File: config.mk
export PLATFORM = sky130hd
export DESIGN_NAME = elbeth_id_exs_register
export DESIGN_NICKNAME = d
export VERILOG_FILES = /design/src/rtl/elbeth_id_exs_register.sv
export SDC_FILE = /design/constraint.sdc
export NUM_CORES = 1
export LEC_CHECK = 0
export BUFFER_PORTS_ARGS = -buffer_cell sky130_fd_sc_hd__buf_2
export CORE_ASPECT_RATIO = 0.7
export CORE_MARGIN = 2
export CORE_UTILIZATION = 43
export CTS_CLUSTER_DIAMETER = 100
export DETAILED_ROUTE_END_ITERATION = 8
export PLACE_DENSITY = 0.74
export SETUP_SLACK_MARGIN = 0.2
export SYNTH_ARGS = -nofsm -noshare
export SYNTH_HDL_FRONTEND = slang
export SYNTH_SLANG_ARGS = --single-unit
export TNS_END_PERCENT = 1
File: constraint.sdc
create_clock -name clk -period 2.25 [get_ports clk]
set_clock_uncertainty 0.1 [all_clocks]
set_input_delay 0.45 -clock clk [delete_from_list [all_inputs] [get_ports clk]]
set_output_delay 0.45 -clock clk [all_outputs]
set_load 0.01 [all_outputs]
File: src/rtl/elbeth_id_exs_register.sv
// ID->EXS pipeline register.
// Forwards the EXS result into the operands of the instruction leaving ID,
// holds every EXS field while EXS is busy, and replaces the ID instruction
// with a bubble when a taken branch/jump flushes it. A flush that arrives
// during a stall is remembered (HOLD_FL) until the stall releases.
// Two saturating perf counters track forwarded loads and stall cycles.
//
// Handshake: there is no valid/ready pair here. exs_stall acts as an
// inverted "ready" from EXS: an ID instruction (id_valid=1) is transferred
// on a rising edge only when exs_stall=0 and no flush is present. id_stall
// mirrors exs_stall combinationally so ID/IF hold their outputs on exactly
// the cycles in which no transfer happens.
module elbeth_id_exs_register #(
  parameter int XLEN  = 32,
  parameter int OP_W  = 4,
  parameter int CNT_W = 16
) (
  input  logic             clk,
  input  logic             rst_n,
  input  logic             id_valid,
  input  logic [XLEN-1:0]  id_pc,
  input  logic [XLEN-1:0]  id_rs1_data,
  input  logic [XLEN-1:0]  id_rs2_data,
  input  logic [XLEN-1:0]  id_imm,
  input  logic             id_use_imm,
  input  logic [4:0]       id_rd_addr,
  input  logic             id_w_gpr_en,
  input  logic             id_mem_rd,
  input  logic             id_mem_wr,
  input  logic [OP_W-1:0]  id_alu_op,
  input  logic             match_forward_rs1,
  input  logic             match_forward_rs2,
  input  logic [XLEN-1:0]  exs_result,
  input  logic             exs_stall,
  input  logic             flush,
  input  logic             perf_clr,
  output logic             id_stall,
  output logic             exs_valid,
  output logic [XLEN-1:0]  exs_pc,
  output logic [4:0]       exs_rd_addr,
  output logic             exs_w_gpr_en,
  output logic             exs_mem_rd,
  output logic             exs_mem_wr,
  output logic [OP_W-1:0]  exs_alu_op,
  output logic [XLEN-1:0]  exs_op_a,
  output logic [XLEN-1:0]  exs_op_b,
  output logic [XLEN-1:0]  exs_store_data,
  output logic [CNT_W-1:0] perf_fwd_cnt,
  output logic [CNT_W-1:0] perf_stall_cnt,
  output logic [1:0]       dbg_state
);

  typedef enum logic [1:0] {
    RUN     = 2'd0,
    HOLD    = 2'd1,
    HOLD_FL = 2'd2
  } state_t;

  localparam logic [CNT_W-1:0] CNT_ONE = CNT_W'(1);
  localparam logic [CNT_W-1:0] CNT_MAX = '1;

  state_t          state_q;
  state_t          state_d;
  logic            do_load;
  logic            do_bubble;
  logic [XLEN-1:0] fwd_a;
  logic [XLEN-1:0] fwd_b;
  logic            fwd_hit;
  logic            fwd_inc;

  // Operand forwarding; a match is only meaningful for a valid ID instruction.
  assign fwd_a   = (match_forward_rs1 && id_valid) ? exs_result : id_rs1_data;
  assign fwd_b   = (match_forward_rs2 && id_valid) ? exs_result : id_rs2_data;
  assign fwd_hit = id_valid && (match_forward_rs1 || match_forward_rs2);
  assign fwd_inc = do_load && fwd_hit;

  assign id_stall  = exs_stall;
  assign dbg_state = state_q;

  // State register.
  always_ff @(posedge clk or negedge rst_n) begin
    if (!rst_n) begin
      state_q <= RUN;
    end else begin
      state_q <= state_d;
    end
  end

  // Next state and load/bubble decision; flush always wins over a load.
  always_comb begin
    state_d   = state_q;
    do_load   = 1'b0;
    do_bubble = 1'b0;
    case (state_q)
      RUN, HOLD: begin
        if (exs_stall) begin
          state_d = flush ? HOLD_FL : HOLD;
        end else begin
          state_d = RUN;
          if (flush) begin
            do_bubble = 1'b1;
          end else begin
            do_load = 1'b1;
          end
        end
      end
      HOLD_FL: begin
        if (!exs_stall) begin
          state_d   = RUN;
          do_bubble = 1'b1;
        end
      end
      default: begin
        state_d = RUN;
      end
    endcase
  end

  // Control fields: loaded from ID, cleared for a bubble, held otherwise.
  always_ff @(posedge clk or negedge rst_n) begin
    if (!rst_n) begin
      exs_valid    <= 1'b0;
      exs_w_gpr_en <= 1'b0;
      exs_mem_rd   <= 1'b0;
      exs_mem_wr   <= 1'b0;
    end else if (do_bubble) begin
      exs_valid    <= 1'b0;
      exs_w_gpr_en <= 1'b0;
      exs_mem_rd   <= 1'b0;
      exs_mem_wr   <= 1'b0;
    end else if (do_load) begin
      exs_valid    <= id_valid;
      exs_w_gpr_en <= id_w_gpr_en && id_valid;
      exs_mem_rd   <= id_mem_rd;
      exs_mem_wr   <= id_mem_wr;
    end
  end

  // Datapath fields: only a real load updates them; bubbles leave them as-is.
  always_ff @(posedge clk or negedge rst_n) begin
    if (!rst_n) begin
      exs_pc         <= '0;
      exs_rd_addr    <= '0;
      exs_alu_op     <= '0;
      exs_op_a       <= '0;
      exs_op_b       <= '0;
      exs_store_data <= '0;
    end else if (do_load) begin
      exs_pc         <= id_pc;
      exs_rd_addr    <= id_rd_addr;
      exs_alu_op     <= id_alu_op;
      exs_op_a       <= fwd_a;
      exs_op_b       <= id_use_imm ? id_imm : fwd_b;
      exs_store_data <= fwd_b;
    end
  end

  // Forwarded-load counter: clear beats increment, sticks at all-ones.
  always_ff @(posedge clk or negedge rst_n) begin
    if (!rst_n) begin
      perf_fwd_cnt <= '0;
    end else if (perf_clr) begin
      perf_fwd_cnt <= '0;
    end else if (fwd_inc && (perf_fwd_cnt != CNT_MAX)) begin
      perf_fwd_cnt <= perf_fwd_cnt + CNT_ONE;
    end
  end

  // Stall-cycle counter: clear beats increment, sticks at all-ones.
  always_ff @(posedge clk or negedge rst_n) begin
    if (!rst_n) begin
      perf_stall_cnt <= '0;
    end else if (perf_clr) begin
      perf_stall_cnt <= '0;
    end else if (id_stall && (perf_stall_cnt != CNT_MAX)) begin
      perf_stall_cnt <= perf_stall_cnt + CNT_ONE;
    end
  end

endmodule
==> results of run 1 <==
path summary, 6_finish.rpt:
path / to / cells after the start / start
setup reg to reg: perf_fwd_cnt[3] / 4 / dbg_state[1]
min in group asynchronous: perf_stall_cnt[10] / 2 / rst_n
setup / recovery: perf_fwd_cnt[3] / 4 / dbg_state[1]
max in group asynchronous: exs_store_data[21] / 3 / rst_n
hold / removal: exs_pc[7] / 3 / id_pc[7]
hold reg to reg: exs_pc[2] / 2 / exs_pc[2]
cell usage in the layout, fill, tap and decap left out, types with 4 or more instances in the layout:
master	synthesis	routed
a311oi_1	9	9
dfrtp_1	175	174
mux2_2	35	35
mux2i_1	66	66
nand4_1	9	9
nand2_1	232	230
and3_1	4	4
nor2_1	18	18
clkinvlp_4	0	4
buf_12	0	4
nor2b_1	9	9
o21ai_0	100	100
or3_1	6	4
a21oi_1	14	13
buf_2	1	355
a31oi_1	7	7
nor3_1	14	12
nand3_1	10	10
inv_1	4	4
clkbuf_16	0	17
buf_4	1	24
critical path, delay by kind of cell, from the launching register on:
family	cells	cell delay, ns
and+or+nand+nor	3	1.27
DFF	1	0.44
AOI/OAI and AO/OA	1	0.15
per-stage QoR:
step,area [µm²],total power (µW),std cells,util
floorplan,7970,4730,805,-
global placement,10100,5630,1373,0.559
detailed placement,10100,5690,1373,0.559
CTS,10700,8770,1405,0.593
global route,10800,9150,1411,0.597
finish,10800,8680,1411,0.597
registers in the layout, indices dropped and copies added (netlist names):
register        flops
dbg_state           2
exs_alu_op          4
exs_mem_rd          1
exs_mem_wr          1
exs_op_a           32
exs_op_b           32
exs_pc             32
exs_rd_addr         5
exs_store_data     32
exs_valid           1
exs_w_gpr_en        1
perf_fwd_cnt       16
perf_stall_cnt     16
repair_timing:
item,CTS,global route
hold buffers,1,0
resized for setup,1,7
setup endpoints to repair,57,27
endpoints found under the hold margin,33,0
pin swaps,0,1
buffers inserted,0,3
layout make-up:
class | count | area [µm²] | share of cell area
Antenna cell | 3 | 7.51 | 0.000697
Clock buffer | 18 | 429 | 0.0398
Clock inverter | 13 | 180 | 0.0167
Inverter | 4 | 15.0 | 0.00139
Multi-Input combinational cell | 576 | 3400 | 0.315
Sequential cell | 175 | 4380 | 0.406
Tap cell | 236 | 295 | 0.0274
Timing Repair Buffer | 386 | 2070 | 0.192
synth_stat cells (2+ instances only):
| cell type | n |
|---|---|
| a211oi_1 | 3 |
| a21oi_1 | 14 |
| a22o_1 | 2 |
| a311oi_1 | 9 |
| a31oi_1 | 7 |
| a41oi_1 | 3 |
| and2_1 | 2 |
| and3_1 | 4 |
| and4_1 | 2 |
| buf_1 | 10 |
| buf_6 | 2 |
| clkbuf_1 | 36 |
| dfrtp_1 | 175 |
| ha_1 | 2 |
| inv_1 | 4 |
| mux2_1 | 3 |
| mux2_2 | 35 |
| mux2i_1 | 66 |
| nand2_1 | 232 |
| nand2b_1 | 3 |
| nand3_1 | 10 |
| nand4_1 | 9 |
| nor2_1 | 18 |
| nor2b_1 | 9 |
| nor3_1 | 14 |
| nor3b_1 | 2 |
| nor4_1 | 2 |
| o21ai_0 | 100 |
| o31ai_1 | 3 |
| o41ai_1 | 2 |
| or3_1 | 6 |
| or4_1 | 3 |
report_power, final:
group          internal (µW)  switching, µW  total [µW]
clock                   1770           1280        3060
combinational            768            991        1760
sequential              3620            252        3870
total                   6160           2530        8680
layer usage:
metal | GRT usage | up-vias
met3 | 0.0514 | 17
met4 | 0.0528 | 0
met2 | 0.406 | 246
met5 | 0 | -
met1 | 0.328 | 3574
li1 | - | 3498
cell families after synthesis:
group | after synthesis | synth area share
xor+xnor | 2 | 0.00220
simple gates | 320 | 0.172
fa+ha+maj | 2 | 0.00315
buf+inv | 54 | 0.0280
flops | 175 | 0.551
mux | 104 | 0.137
compound gates | 148 | 0.107
==> results.sh, run 1 <==
export IMPL_status="completed"
export IMPL_worst_setup_path_type="reg -> reg"
export IMPL_fmax_mhz=490
export IMPL_synthTopCellsByArea="dfrtp_1 (55%), nand2_1 (11%), mux2i_1 (8.3%), o21ai_0 (6.3%), mux2_2 (5.0%)"
export IMPL_critPathCaptureType="register"
export IMPL_crit_required_ns=2.48
export IMPL_ir_drop_v=0.000490
export IMPL_synth_area_um2=7950
export IMPL_slew_headroom=0.476
export IMPL_dieHeight_um=118
export IMPL_slowest_delay_ns=0.48
export IMPL_nNetsFinal=1343
export IMPL_tightest_slew_ns=0.786
export IMPL_synth_cell_types=45
export IMPL_p_leak_uw=0.00581
export IMPL_worstSkewPairLatency_ns=0.41
export IMPL_wl_met2_um=11800
export IMPL_cts_made_buffers=17
export IMPL_fin_ws_ns=0.211
export IMPL_cts_sinks=175
export IMPL_slew_viol_final=0
export IMPL_period_minus_slack_ns=2.04
export IMPL_final_antenna_net_count=0
export IMPL_num_vias=7335
export IMPL_ys_warn_count=0
export IMPL_crit_path_start_kind="register"
export IMPL_synth_avg_cell_area_um2=9.88
export IMPL_fillers=1606
export IMPL_topRoutingLayerUsed="met4"
export IMPL_io_buffers=356
export IMPL_num_rows=41
export IMPL_crit_top_cell="or3_4"
export IMPL_path_max_fanout=5
export IMPL_synth_nets=988
export IMPL_drt_iter0_markers=478
export IMPL_synth_flop_cell="dfrtp_1"
export IMPL_synth_edf_count=0
export IMPL_post_synth_top_area_fraction=0.551
export IMPL_synth_top_cell_by_area="dfrtp_1"
export IMPL_htree_levels=4
export IMPL_cts_root_buf="clkbuf_16"
export IMPL_clkTransAtPathRegs_ns=0.08
export IMPL_setup_viol=0
export IMPL_drv_cap=0
export IMPL_ys_ff_latch=175
export IMPL_grt_usage=0.243
export IMPL_clockBufferDepth=2
export IMPL_cp_cell_sequence="or3_4 > or3_4 > or4_1 > a21oi_1"
export IMPL_grt_pass1_wl_um=38200
export IMPL_gp_congestion=0.889
export IMPL_drc=0
export IMPL_power_density_nw_per_um2=806
export IMPL_routedLengthMet1_um=10700
export IMPL_dp_hpwl_um=17800
export IMPL_fin_crit_sh=0.906
export IMPL_avgRoutedWirePerCell_um=17.1
export IMPL_die_w_um=167
export IMPL_grt_max_degree=117
export IMPL_ios=357
export IMPL_die_area_um2=19600
export IMPL_rsz0062_at_grt="yes"
export IMPL_dr_pass1_iters=7
export IMPL_hold_ws_ns=0.116
export IMPL_seq_area_frac_synth=0.551
export IMPL_antenna_found_initial=3
export IMPL_finalSetupTns_ns=0
export IMPL_grt_pass1_vias=7023
export IMPL_layout_drive_gt1_share=0.398
export IMPL_wl_um=24100
export IMPL_synthCells=805
export IMPL_core_um2=18100
export IMPL_critPathSlowestCell="or4_1"
export IMPL_arrival_ns=2.27
export IMPL_pre_cts_slack_ns=-0.0255
export IMPL_wl_met3_um=1360
export IMPL_grt_overflow=0
export IMPL_synth_async_reset_ratio=1.00
export IMPL_vias_per_cell=5.20
export IMPL_areaGrowthSynthToFinish_pct=35.5
export IMPL_initial_core_util=0.440
export IMPL_hold_viol=0
export IMPL_hold_path_class="in -> reg"
export IMPL_reg2reg_slack_ns=0.21
export IMPL_cts_tree="done"
Power figures use the tool's default switching activity.
==> run 2, diff against run 1 <==
--- a/config.mk
+++ b/config.mk
@@ -7,10 +7,10 @@
 export LEC_CHECK = 0
 export BUFFER_PORTS_ARGS = -buffer_cell sky130_fd_sc_hd__buf_2
 export CORE_ASPECT_RATIO = 0.7
-export CORE_MARGIN = 2
 export CORE_UTILIZATION = 43
 export CTS_CLUSTER_DIAMETER = 100
 export DETAILED_ROUTE_END_ITERATION = 8
+export MAX_ROUTING_LAYER = met4
 export PLACE_DENSITY = 0.74
 export SETUP_SLACK_MARGIN = 0.2
 export SYNTH_ARGS = -nofsm -noshare
==> results.sh, run 2 (synthesis gave the netlist of run 1 again) <==
export IMPL_io_buffers=356
export IMPL_fin_util=0.596
export IMPL_critPathCaptureType="register"
export IMPL_cts_tree="done"
export IMPL_wl_um=23700
export IMPL_drc=0
export IMPL_crit_family="simple AND/OR/NAND/NOR gates"
export IMPL_tightest_slew_ns=0.865
export IMPL_fin_crit_sh=0.893
export IMPL_p_comb_frac=0.209
export IMPL_grt_pass1_wl_um=35100
export IMPL_initial_core_util=0.440
export IMPL_power_density_nw_per_um2=786
export IMPL_crit_required_ns=2.48
export IMPL_drv_cap=0
export IMPL_p_leak_uw=0.00581
export IMPL_num_rows=41
export IMPL_cp_cell_sequence="ha_1 > nand2_1 > or3_4 > or4_1 > a21oi_1"
export IMPL_period_minus_slack_ns=2.01
export IMPL_min_delay_path_depth=3
export IMPL_antenna_found_initial=1
export IMPL_cp_num_buf_inv=0
export IMPL_crit_cells=5
export IMPL_core_um2=18100
export IMPL_dieHeight_um=116
export IMPL_status="completed"
export IMPL_fmax_mhz=498
export IMPL_num_vias=7291
export IMPL_stdcell_count=1412
export IMPL_grt_pass1_vias=6644
export IMPL_fin_ws_ns=0.241
export IMPL_grt_overflow=0
export IMPL_grt_max_degree=98
export IMPL_cts_sinks=175
export IMPL_areaGrowthSynthToFinish_pct=35.4
export IMPL_dp_cells=1378
export IMPL_ios=357
export IMPL_p_seq_frac=0.456
export IMPL_final_common_cell="buf_2"
export IMPL_worstSkewPairLatency_ns=0.41
export IMPL_clkTransAtPathRegs_ns=0.07
export IMPL_vias_per_cell=5.16
export IMPL_p_sw_frac=0.298
export IMPL_cts_root_buf="clkbuf_16"
export IMPL_critPathSlowestCell="or4_1"
export IMPL_rsz0062_at_grt="yes"
export IMPL_clockBufferDepth=2
export IMPL_p_clk_frac=0.335
export IMPL_slowest_delay_ns=0.47
export IMPL_path_max_fanout=7
export IMPL_die_w_um=165
export IMPL_crit_path_start_kind="register"
export IMPL_drt_iter0_markers=511
export IMPL_pre_cts_slack_ns=-0.0136
export IMPL_hold_path_class="in -> reg"
export IMPL_avgRoutedWirePerCell_um=16.8
export IMPL_layout_drive_gt1_share=0.397
export IMPL_cts_made_buffers=17
export IMPL_p_int_uw=5940
export IMPL_fillers=1585
export IMPL_arrival_ns=2.24
export IMPL_grt_usage=0.250
export IMPL_final_cell_mix="buf_2 (355), nand2_1 (230), dfrtp_1 (174)"
export IMPL_final_antenna_net_count=0
export IMPL_dp_hpwl_um=17500
export IMPL_slew_headroom=0.423
export IMPL_hold_viol=0
export IMPL_htree_levels=4
export IMPL_dr_pass1_iters=5
export IMPL_setup_viol=0
export IMPL_fin_total_pwr_uw=8470
export IMPL_nNetsFinal=1346
export IMPL_p_sw_uw=2520
export IMPL_die_area_um2=19100
export IMPL_ir_drop_v=0.000390
export IMPL_worst_setup_path_type="reg -> reg"
export IMPL_worst_r2r_path_depth=5
export IMPL_gp_congestion=0.860
export IMPL_slew_viol_final=0
[run 2: cell count changes in the layout (fill, tap and decap cells not counted), moves of 2 or more]
cell / previous run / this run
buf_12: 4 / 7
inv_6: 1 / 3
bufinv_16: 3 / 1
diode_2: 3 / 1
[run 2: cell type report]
type	instances	area [µm²]	share of cell area
antenna	1	2.50	0.000232
clock buffer	18	429	0.0398
sequential	175	4380	0.407
timing repair buffer	389	2130	0.197
multi-input combinational	576	3390	0.315
inverter	4	15.0	0.00139
clock inverter	13	131	0.0122
tap	236	295	0.0274
[run 2: power by group through the flow]
| stage | Clock, µW | Combinational [µW] | Sequential (µW) |
|---|---|---|---|
| final | 2840 | 1770 | 3860 |
| after global routing | 3040 | 1960 | 3920 |
| after CTS | 2900 | 1780 | 3860 |
| after detailed placement | 0 | 1780 | 3910 |
| after global placement | 0 | 1740 | 3900 |
| after floorplan | 0 | 586 | 4140 |
[run 2: worst reg2reg max path, stage by stage, from the launching register on]
cell,delay (ns)
dfrtp_1,0.42
ha_1,0.25
nand2_1,0.11
or3_4,0.45
or4_1,0.48
a21oi_1,0.13
[run 2: layer usage]
layer / GRT usage / wire length, µm
met1: 0.315 / 10300
met2: 0.401 / 11600
met3: 0.0530 / 1420
met4: 0.0826 / 412
met5: - / 0
[run 2: worst paths after layout]
check | from | end | slack (ns)
worst max-delay path | perf_fwd_cnt[0] | perf_fwd_cnt[8] | 0.24
worst max register to register | perf_fwd_cnt[0] | perf_fwd_cnt[8] | 0.24
worst min register to register | exs_alu_op[3] | exs_alu_op[3] | 0.37
worst min-delay path | id_alu_op[3] | exs_alu_op[3] | 0.12
min in group asynchronous | rst_n | perf_stall_cnt[12] | 0.46
max in group asynchronous | rst_n | exs_op_b[23] | 0.99
[run 2: repair_timing]
action | 4_1_cts | 5_1_grt
hold endpoints to repair | 43 | 0
endpoints found under the setup margin | 8 | 29
setup buffers | 0 | 1
resized for setup | 2 | 3
hold buffers | 1 | 0
pin swaps | 0 | 1
[run 2: per-stage QoR]
| stage | hold slack, ns | area (µm²) | setup TNS [ns] |
|---|---|---|---|
| final | 0.124 | 10800 | 0 |
| after global routing | 0.101 | 10800 | 0 |
| after CTS | 0.104 | 10700 | 0 |
| after detailed placement | 0.343 | 10200 | -0.0187 |
| after global placement | 0.340 | 10200 | 0 |
| after floorplan | 0.0544 | 7970 | -0.00551 |
